<file path="src/rtl/mfifo_nw_1r_if.sv">
// Bus bundle for mfifo_nw_1r: multi-lane write port, single read port and
// the flow-control/status flags. Clock and reset stay outside the bundle.
interface mfifo_nw_1r_if #(
    parameter int DATA_WIDTH    = 65,
    parameter int ADDRESS_WIDTH = 4,
    parameter int WR_PORTS      = 2,
    parameter int CW            = $clog2(WR_PORTS + 1)
);
    logic [WR_PORTS*DATA_WIDTH-1:0] Data_in;
    logic                           WriteEn_in;
    logic [CW-1:0]                  WriteCnt_in;
    logic                           Full_out;
    logic                           AlmostFull_out;
    logic                           Overflow_out;
    logic                           ReadEn_in;
    logic [DATA_WIDTH-1:0]          Data_out;
    logic                           Data_valid;
    logic                           Empty_out;
    logic [ADDRESS_WIDTH:0]         Count_out;

    // Producer/consumer side drives requests and observes status.
    modport master (
        output Data_in, WriteEn_in, WriteCnt_in, ReadEn_in,
        input  Full_out, AlmostFull_out, Overflow_out,
        input  Data_out, Data_valid, Empty_out, Count_out
    );

    // FIFO side.
    modport slave (
        input  Data_in, WriteEn_in, WriteCnt_in, ReadEn_in,
        output Full_out, AlmostFull_out, Overflow_out,
        output Data_out, Data_valid, Empty_out, Count_out
    );
endinterface

</file>
<file path="src/rtl/mfifo_nw_1r.sv">
// Single-clock FIFO: writes 1..WR_PORTS entries per cycle (all-or-nothing),
// pops one entry per cycle into a registered read port. Tracks exact
// occupancy, raises Full/AlmostFull and a sticky overflow on dropped writes.
module mfifo_nw_1r #(
    parameter int DATA_WIDTH    = 65,
    parameter int ADDRESS_WIDTH = 4,
    parameter int WR_PORTS      = 2,
    parameter int AFULL_MARGIN  = 2,
    parameter int CW            = $clog2(WR_PORTS + 1)
) (
    input  logic          Clk,
    input  logic          Clear_n,
    mfifo_nw_1r_if.slave  bus
);
    localparam int DEPTH = 1 << ADDRESS_WIDTH;
    localparam int NW    = ADDRESS_WIDTH + 1;

    localparam logic [NW-1:0] DEPTH_C  = NW'(DEPTH);
    localparam logic [NW-1:0] FULL_TH  = NW'(DEPTH - WR_PORTS);
    localparam logic [NW-1:0] AFULL_TH = NW'(DEPTH - AFULL_MARGIN);
    localparam logic [CW-1:0] MAX_CNT  = CW'(WR_PORTS);

    logic [DATA_WIDTH-1:0]    r_mem [DEPTH];
    logic [ADDRESS_WIDTH-1:0] r_wptr;
    logic [ADDRESS_WIDTH-1:0] r_rptr;
    logic [NW-1:0]            r_count;
    logic                     r_overflow;
    logic [DATA_WIDTH-1:0]    r_dout;
    logic                     r_valid;

    logic [NW-1:0]            w_cnt_ext;
    logic [NW-1:0]            w_space;
    logic [NW-1:0]            w_add;
    logic                     w_req;
    logic                     w_accept;
    logic                     w_pop;

    // Space check uses the pre-edge count only, so a same-cycle pop never
    // makes room for the write and the entry being read is never overwritten.
    assign w_cnt_ext = NW'(bus.WriteCnt_in);
    assign w_space   = DEPTH_C - r_count;
    assign w_req     = bus.WriteEn_in && (bus.WriteCnt_in != '0);
    assign w_accept  = w_req && (bus.WriteCnt_in <= MAX_CNT) && (w_cnt_ext <= w_space);
    assign w_pop     = bus.ReadEn_in && (r_count != '0);
    assign w_add     = w_accept ? w_cnt_ext : '0;

    // Storage: lane i lands at wptr+i; contents are not cleared by reset.
    always_ff @(posedge Clk) begin
        if (w_accept) begin
            for (int i = 0; i < WR_PORTS; i++) begin
                if (CW'(i) < bus.WriteCnt_in) begin
                    r_mem[r_wptr + ADDRESS_WIDTH'(i)] <= bus.Data_in[i*DATA_WIDTH +: DATA_WIDTH];
                end
            end
        end
    end

    // Pointers, occupancy, sticky overflow and the registered read port.
    always_ff @(posedge Clk or negedge Clear_n) begin
        if (!Clear_n) begin
            r_wptr     <= '0;
            r_rptr     <= '0;
            r_count    <= '0;
            r_overflow <= 1'b0;
            r_dout     <= '0;
            r_valid    <= 1'b0;
        end else begin
            r_count <= r_count + w_add - NW'(w_pop);
            r_valid <= w_pop;
            if (w_accept) begin
                r_wptr <= r_wptr + ADDRESS_WIDTH'(bus.WriteCnt_in);
            end
            if (w_req && !w_accept) begin
                r_overflow <= 1'b1;
            end
            if (w_pop) begin
                r_dout <= r_mem[r_rptr];
                r_rptr <= r_rptr + 1'b1;
            end
        end
    end

    assign bus.Count_out      = r_count;
    assign bus.Empty_out      = (r_count == '0);
    assign bus.Full_out       = (r_count > FULL_TH);
    assign bus.AlmostFull_out = (r_count >= AFULL_TH);
    assign bus.Overflow_out   = r_overflow;
    assign bus.Data_out       = r_dout;
    assign bus.Data_valid     = r_valid;
endmodule

</file>
<file path="src/flat_wrapper.sv">
// flat-port wrapper written by rule: the top's interface ports become plain ports
module mfifo_nw_1r_flat 
#(
    parameter int DATA_WIDTH    = 65,
    parameter int ADDRESS_WIDTH = 4,
    parameter int WR_PORTS      = 2,
    parameter int AFULL_MARGIN  = 2,
    parameter int CW            = $clog2(WR_PORTS + 1)
)
  (Clk, Clear_n, bus_Data_in, bus_WriteEn_in, bus_WriteCnt_in, bus_ReadEn_in, bus_Full_out, bus_AlmostFull_out, bus_Overflow_out, bus_Data_out, bus_Data_valid, bus_Empty_out, bus_Count_out);
  mfifo_nw_1r_if #(.DATA_WIDTH(DATA_WIDTH), .ADDRESS_WIDTH(ADDRESS_WIDTH), .WR_PORTS(WR_PORTS), .CW(CW)) bus_i ();
  input  logic Clk;
  input  logic Clear_n;
  input wire logic [$bits(bus_i.Data_in)-1:0] bus_Data_in;
  input wire logic [$bits(bus_i.WriteEn_in)-1:0] bus_WriteEn_in;
  input wire logic [$bits(bus_i.WriteCnt_in)-1:0] bus_WriteCnt_in;
  input wire logic [$bits(bus_i.ReadEn_in)-1:0] bus_ReadEn_in;
  output wire logic [$bits(bus_i.Full_out)-1:0] bus_Full_out;
  output wire logic [$bits(bus_i.AlmostFull_out)-1:0] bus_AlmostFull_out;
  output wire logic [$bits(bus_i.Overflow_out)-1:0] bus_Overflow_out;
  output wire logic [$bits(bus_i.Data_out)-1:0] bus_Data_out;
  output wire logic [$bits(bus_i.Data_valid)-1:0] bus_Data_valid;
  output wire logic [$bits(bus_i.Empty_out)-1:0] bus_Empty_out;
  output wire logic [$bits(bus_i.Count_out)-1:0] bus_Count_out;
  assign bus_i.Data_in = bus_Data_in;
  assign bus_i.WriteEn_in = bus_WriteEn_in;
  assign bus_i.WriteCnt_in = bus_WriteCnt_in;
  assign bus_i.ReadEn_in = bus_ReadEn_in;
  assign bus_Full_out = bus_i.Full_out;
  assign bus_AlmostFull_out = bus_i.AlmostFull_out;
  assign bus_Overflow_out = bus_i.Overflow_out;
  assign bus_Data_out = bus_i.Data_out;
  assign bus_Data_valid = bus_i.Data_valid;
  assign bus_Empty_out = bus_i.Empty_out;
  assign bus_Count_out = bus_i.Count_out;
  mfifo_nw_1r #(.DATA_WIDTH(DATA_WIDTH), .ADDRESS_WIDTH(ADDRESS_WIDTH), .WR_PORTS(WR_PORTS), .AFULL_MARGIN(AFULL_MARGIN), .CW(CW)) u_core (.Clk(Clk), .Clear_n(Clear_n), .bus(bus_i));
endmodule
</file>
<file path="config.mk">
export PLATFORM = sky130hd
export DESIGN_NAME = mfifo_nw_1r_flat
export DESIGN_NICKNAME = d
export VERILOG_FILES = /design/src/rtl/mfifo_nw_1r_if.sv /design/src/rtl/mfifo_nw_1r.sv /design/src/flat_wrapper.sv
export SDC_FILE = /design/constraint.sdc
export NUM_CORES = 2
export LEC_CHECK = 0
export CORE_MARGIN = 2
export CORE_UTILIZATION = 58
export DETAILED_ROUTE_END_ITERATION = 16
export DONT_BUFFER_PORTS = 1
export PLACE_DENSITY = 0.76
export SYNTH_ARGS = -nofsm -noshare
export SYNTH_HDL_FRONTEND = slang
export SYNTH_SLANG_ARGS = --single-unit
</file>
<file path="constraint.sdc">
create_clock -name Clk -period 9.7 [get_ports Clk]
set_clock_uncertainty 0.05 [all_clocks]
set_input_delay 1.455 -clock Clk [delete_from_list [all_inputs] [get_ports Clk]]
set_output_delay 1.455 -clock Clk [all_outputs]
set_load 0.02 [all_outputs]
</file>
# == Yosys cells after proc, flatten, opt, wreduce, memory -nomap -nowiden ==
# Memory sizes are Yosys's and may differ from the RTL's. A register that Yosys moved wholly into a read port is not among the register bits.
# Cells that the tools add are included.
# classes
n_mux,7
addsub,6
n_lt_le_gt_ge,6
n_reduce_logical,10
# op_table
operator,n
"4-bit by 1-bit adder with 4-bit output, second input constant",2
1-bit two-way mux,6
5-bit adder,1
"5-bit by 4-bit >= comparator with 1-bit output, second input constant",1
"5-bit by 4-bit > comparator with 1-bit output, second input constant",1
2-bit by 5-bit <= comparator with 1-bit output,1
1-bit logical AND,5
5-bit zero test,1
5-bit nonzero test,1
5-bit by 1-bit subtractor with 5-bit output,1
"5-bit subtractor, first input constant",1
4-bit by 2-bit adder with 4-bit output,1
"1-bit by 2-bit < comparator with 1-bit output, first input constant",2
"2-bit <= comparator, second input constant",1
1-bit zero test,2
2-bit two-way mux,1
2-bit nonzero test,1
# word_totals
ramBits,1040
memories,1
inputBits,136
ff_bits,15
elab_cells,35
# mem_list
memory,depth,width,read_ports,rd_ports_with_merged_regs,wr,line_no,rtl
u_core.r_mem,16,65,1,1,2,mfifo_nw_1r.sv:23,logic [DATA_WIDTH-1:0] r_mem [DEPTH];

# == Logic depth before layout (Yosys ltp) ==
# logic_depth
depth_word,7
mapped_depth,17
ltp_nobuf,15

# == Least setup slack after synthesis ==
# No wires, ideal clock.
# synth_timing
path_type,input to register
start,in bus_WriteCnt_in[1]
end,mem u_core.r_mem[1][0] (enable)
t_arrival_ns,9.210
n_path_buf,1
cell_stages,6
path_slack_ns,-0.232
path_cell_list,ha_1 nor2b_1 o211ai_1 buf_2 o21ai_2 nor4b_1
# synth_rtl
item,line_no,rtl
"start, declared",flat_wrapper.sv:16,input wire logic [$bits(bus_i.WriteCnt_in)-1:0] bus_WriteCnt_in;
"end, declared",mfifo_nw_1r.sv:23,

==> flow_summary.toml <==
[hold_path]
holdCritPathClass = "in -> async"

[worst_setup_path]
path_cells = "inv_1, ha_1, inv_1, ha_1, nor2b_1, o211ai_1, buf_4, o21ai_2, buf_4, nor3_2, buf_4, buf_4"
critPathLaunch = "u_core.bus.Count_out[0]$_DFF_PN0_"
startpoint_type = "flip-flop"
required_ns = 10.00
rrSetupSlack_ns = 4.83
worst_r2r_endpoint = "u_core.r_mem[6][32]$_DFFE_PP_"
arrival_ns = 5.17
path_max_fanout = 34
timing.rr.start = "u_core.bus.Count_out[0]$_DFF_PN0_"
crit_slowest_cell = "nor3_2"
critical_path_class = "reg -> reg"
end_kind = "flip-flop"
r2r_cells = 12
cpMostUsedCell = "buf_4"
critPathMaxStageDelay_ns = 0.76

[logic_synthesis]
synth_ff_type = "edfxtp_1"
yosysTopAreaCellShare = 0.556
ys_ff_latch = 1120
netlist_instances = 3463
synth_nets = 3618
synthDistinctLibCells = 45
async_flop_share = 0.0714
yosys_warnings = 0
synth_area_leader_cell = "edfxtp_1"
synth.area.top_cells = "edfxtp_1, mux2_2, mux2_1, mux2i_1, mux4_2"
ys_seq_area_frac = 0.591
synth_area_per_cell_um2 = 16.2
netlist_area_um2 = 56200
synth-edff-count = 1040

[cells_and_area]
area_growth_pct = 7.85
final_area_um2 = 60600
multiInputGateArea_um2 = 21300
fillers = 6748
seqCellArea_um2 = 33200
antenna_cells = 0
fin_nets = 3424
instances_no_fill = 4647
drive_above_1_share = 0.298

[drt]
wirelength_um = 151000
vias = 32300
routedWlPerCell_um = 32.4
drt-initial-drc-count = 3761
drc_errors = 0
via_per_inst = 6.95
postRouteAntennaNets = 0
dr.pass1.iters = 5

[sta]
relSlewSlack = 0.0285
max_freq_mhz = 205
tightest_slew_ns = 1.46
setup_tns_ns = 0
final-setup-viol-count = 0
rsz0062_at_grt = "false"
slew_viol_final = 0
hold_viol_final = 0
post-route-period-util = 0.502
setup_ws_ns = 4.83
fin_crit_ns = 4.87

[global_routing]
overflow = 0
antenna_found_initial = 1
grt_pass1_vias = 33400
grt_pass1_wl_um = 221000
grt.total_usage = 0.302
grt_max_degree = 121

[clock_network]
cts-root-buf = "clkbuf_16"
cts.hold.buffers_added = 0
post_cts_resized = 0
numCtsBuffers = 115
insertion_delay_ns = 0.70
cts_max_path_buffers = 3
htree_levels = 3
post_cts_buffers = 0
cts.sinks = 1120
clk_pin_slew_ns = 0.06
cts_tree = "done"

[pwr]
powerDensity_nw_per_um2 = 247
vdd.ir_drop.worst_mv = 0.238
p_leak_nw = 20.5

[place]
placed_cells = 4428
dp_slack_ns = 4.38
gp_congestion = 0.823
port_buffers = 0
dp_hpwl_um = 78500
placed_cell_area_um2 = 56700

[die]
dieHeight_um = 315
die_area_um2 = 99400
core_um2 = 96300
io_pins = 211
die_w_um = 315
start_util = 0.584
row_count = 114

[flow_run]
maxCapViolCount = 0

[status]
status = "finished, final reports clean"
-- per-stage QoR --
step | total power, mW | util | hold WS (ns)
after floorplan | 9.28 | - | 0.493
after global placement | 10.4 | 0.589 | 0.577
after detailed placement | 10.5 | 0.589 | 0.582
after CTS | 15.0 | 0.629 | 0.377
after global routing | 15.4 | 0.629 | 0.381
final | 15.0 | 0.629 | 0.406
-- routing by layer --
layer / global-route usage / vias to the layer above / share of wire
li1: - / 13300 / -
met1: 0.404 / 16900 / 0.38
met2: 0.489 / 1775 / 0.48
met3: 0.0790 / 305 / 0.11
met4: 0.0906 / 2 / 0.028
met5: 0 / - / 0.000086
-- where the power goes --
group / leakage, nW / internal (mW) / total (mW) / switching (mW)
clock network: 1.89 / 2.67 / 4.54 / 1.87
logic: 8.34 / 1.64 / 3.94 / 2.30
registers: 10.3 / 5.82 / 6.48 / 0.660
-- synthesized netlist by cell type, types with 6 or more instances --
cell type and number:
mux4_2 130, nor3_1 9, o22ai_1 65, inv_1 19, dfrtp_1 80, buf_2 75, xnor2_1 6, mux2_1 450
buf_1 8, a21oi_1 70, nand2_1 11, edfxtp_1 1040, mux2_2 591, buf_6 30, ha_1 17, buf_4 65
o32ai_1 65, nor2_1 75, clkbuf_1 199, o2111ai_1 13, mux2i_1 328, o211ai_1 68
-- cells by family (layout without fill, tap and decap cells) --
group,Yosys count,after routing,share of synthesized area
simple gates,122,122,0.00962
compound gates,297,297,0.0373
flops,1120,1120,0.591
xor+xnor,9,9,0.00140
fa+ha+maj,19,19,0.00450
mux,1499,1499,0.319
buf+inv,397,305,0.0365
-- flip-flops by register name, summed over array words and instances, names as in the netlist --
register                 count
u_core.bus.Overflow_out      1
u_core.bus.Count_out         5
u_core.bus.Data_valid        1
u_core.r_wptr                4
u_core.r_rptr                4
u_core.bus.Data_out         65
u_core.r_mem              1040
-- how the worst max path moves through the flow --
stage,to,depth (start not counted)
floorplan,u_core.r_mem[13][0]$_DFFE_PP_,6
global placement,u_core.r_mem[6][33]$_DFFE_PP_,9
detailed placement,u_core.r_mem[6][33]$_DFFE_PP_,9
CTS,u_core.r_mem[6][32]$_DFFE_PP_,12
global route,u_core.r_mem[6][18]$_DFFE_PP_,12
finish,u_core.r_mem[6][32]$_DFFE_PP_,12
-- worst max-delay path: cells and delay by family (launching register included) --
family,cells,cell delay [ns]
simple gates,2,0.89
compound gates,2,0.24
fa+ha+maj,2,0.58
flops,1,0.53
buf+inv,6,2.16
-- area by class of cell --
cell class	instances	area share
Sequential cell	1120	0.549
Clock inverter	45	0.00911
Timing Repair Buffer	66	0.00838
Inverter	20	0.00132
Multi-Input combinational cell	1946	0.352
Tap cell	1276	0.0263
Clock buffer	174	0.0546
-- cells in the final DEF (no fill, tap or decap), types with 68 or more instances in the layout --
master / count
mux4_2: 130
clkbuf_16: 116
dfrtp_1: 76
mux2_1: 450
mux2i_1: 327
nor2_1: 74
edfxtp_1: 1040
mux2_2: 591
o211ai_1: 68
a21oi_1: 68
Note: power is estimated with default switching activity, not from simulation.
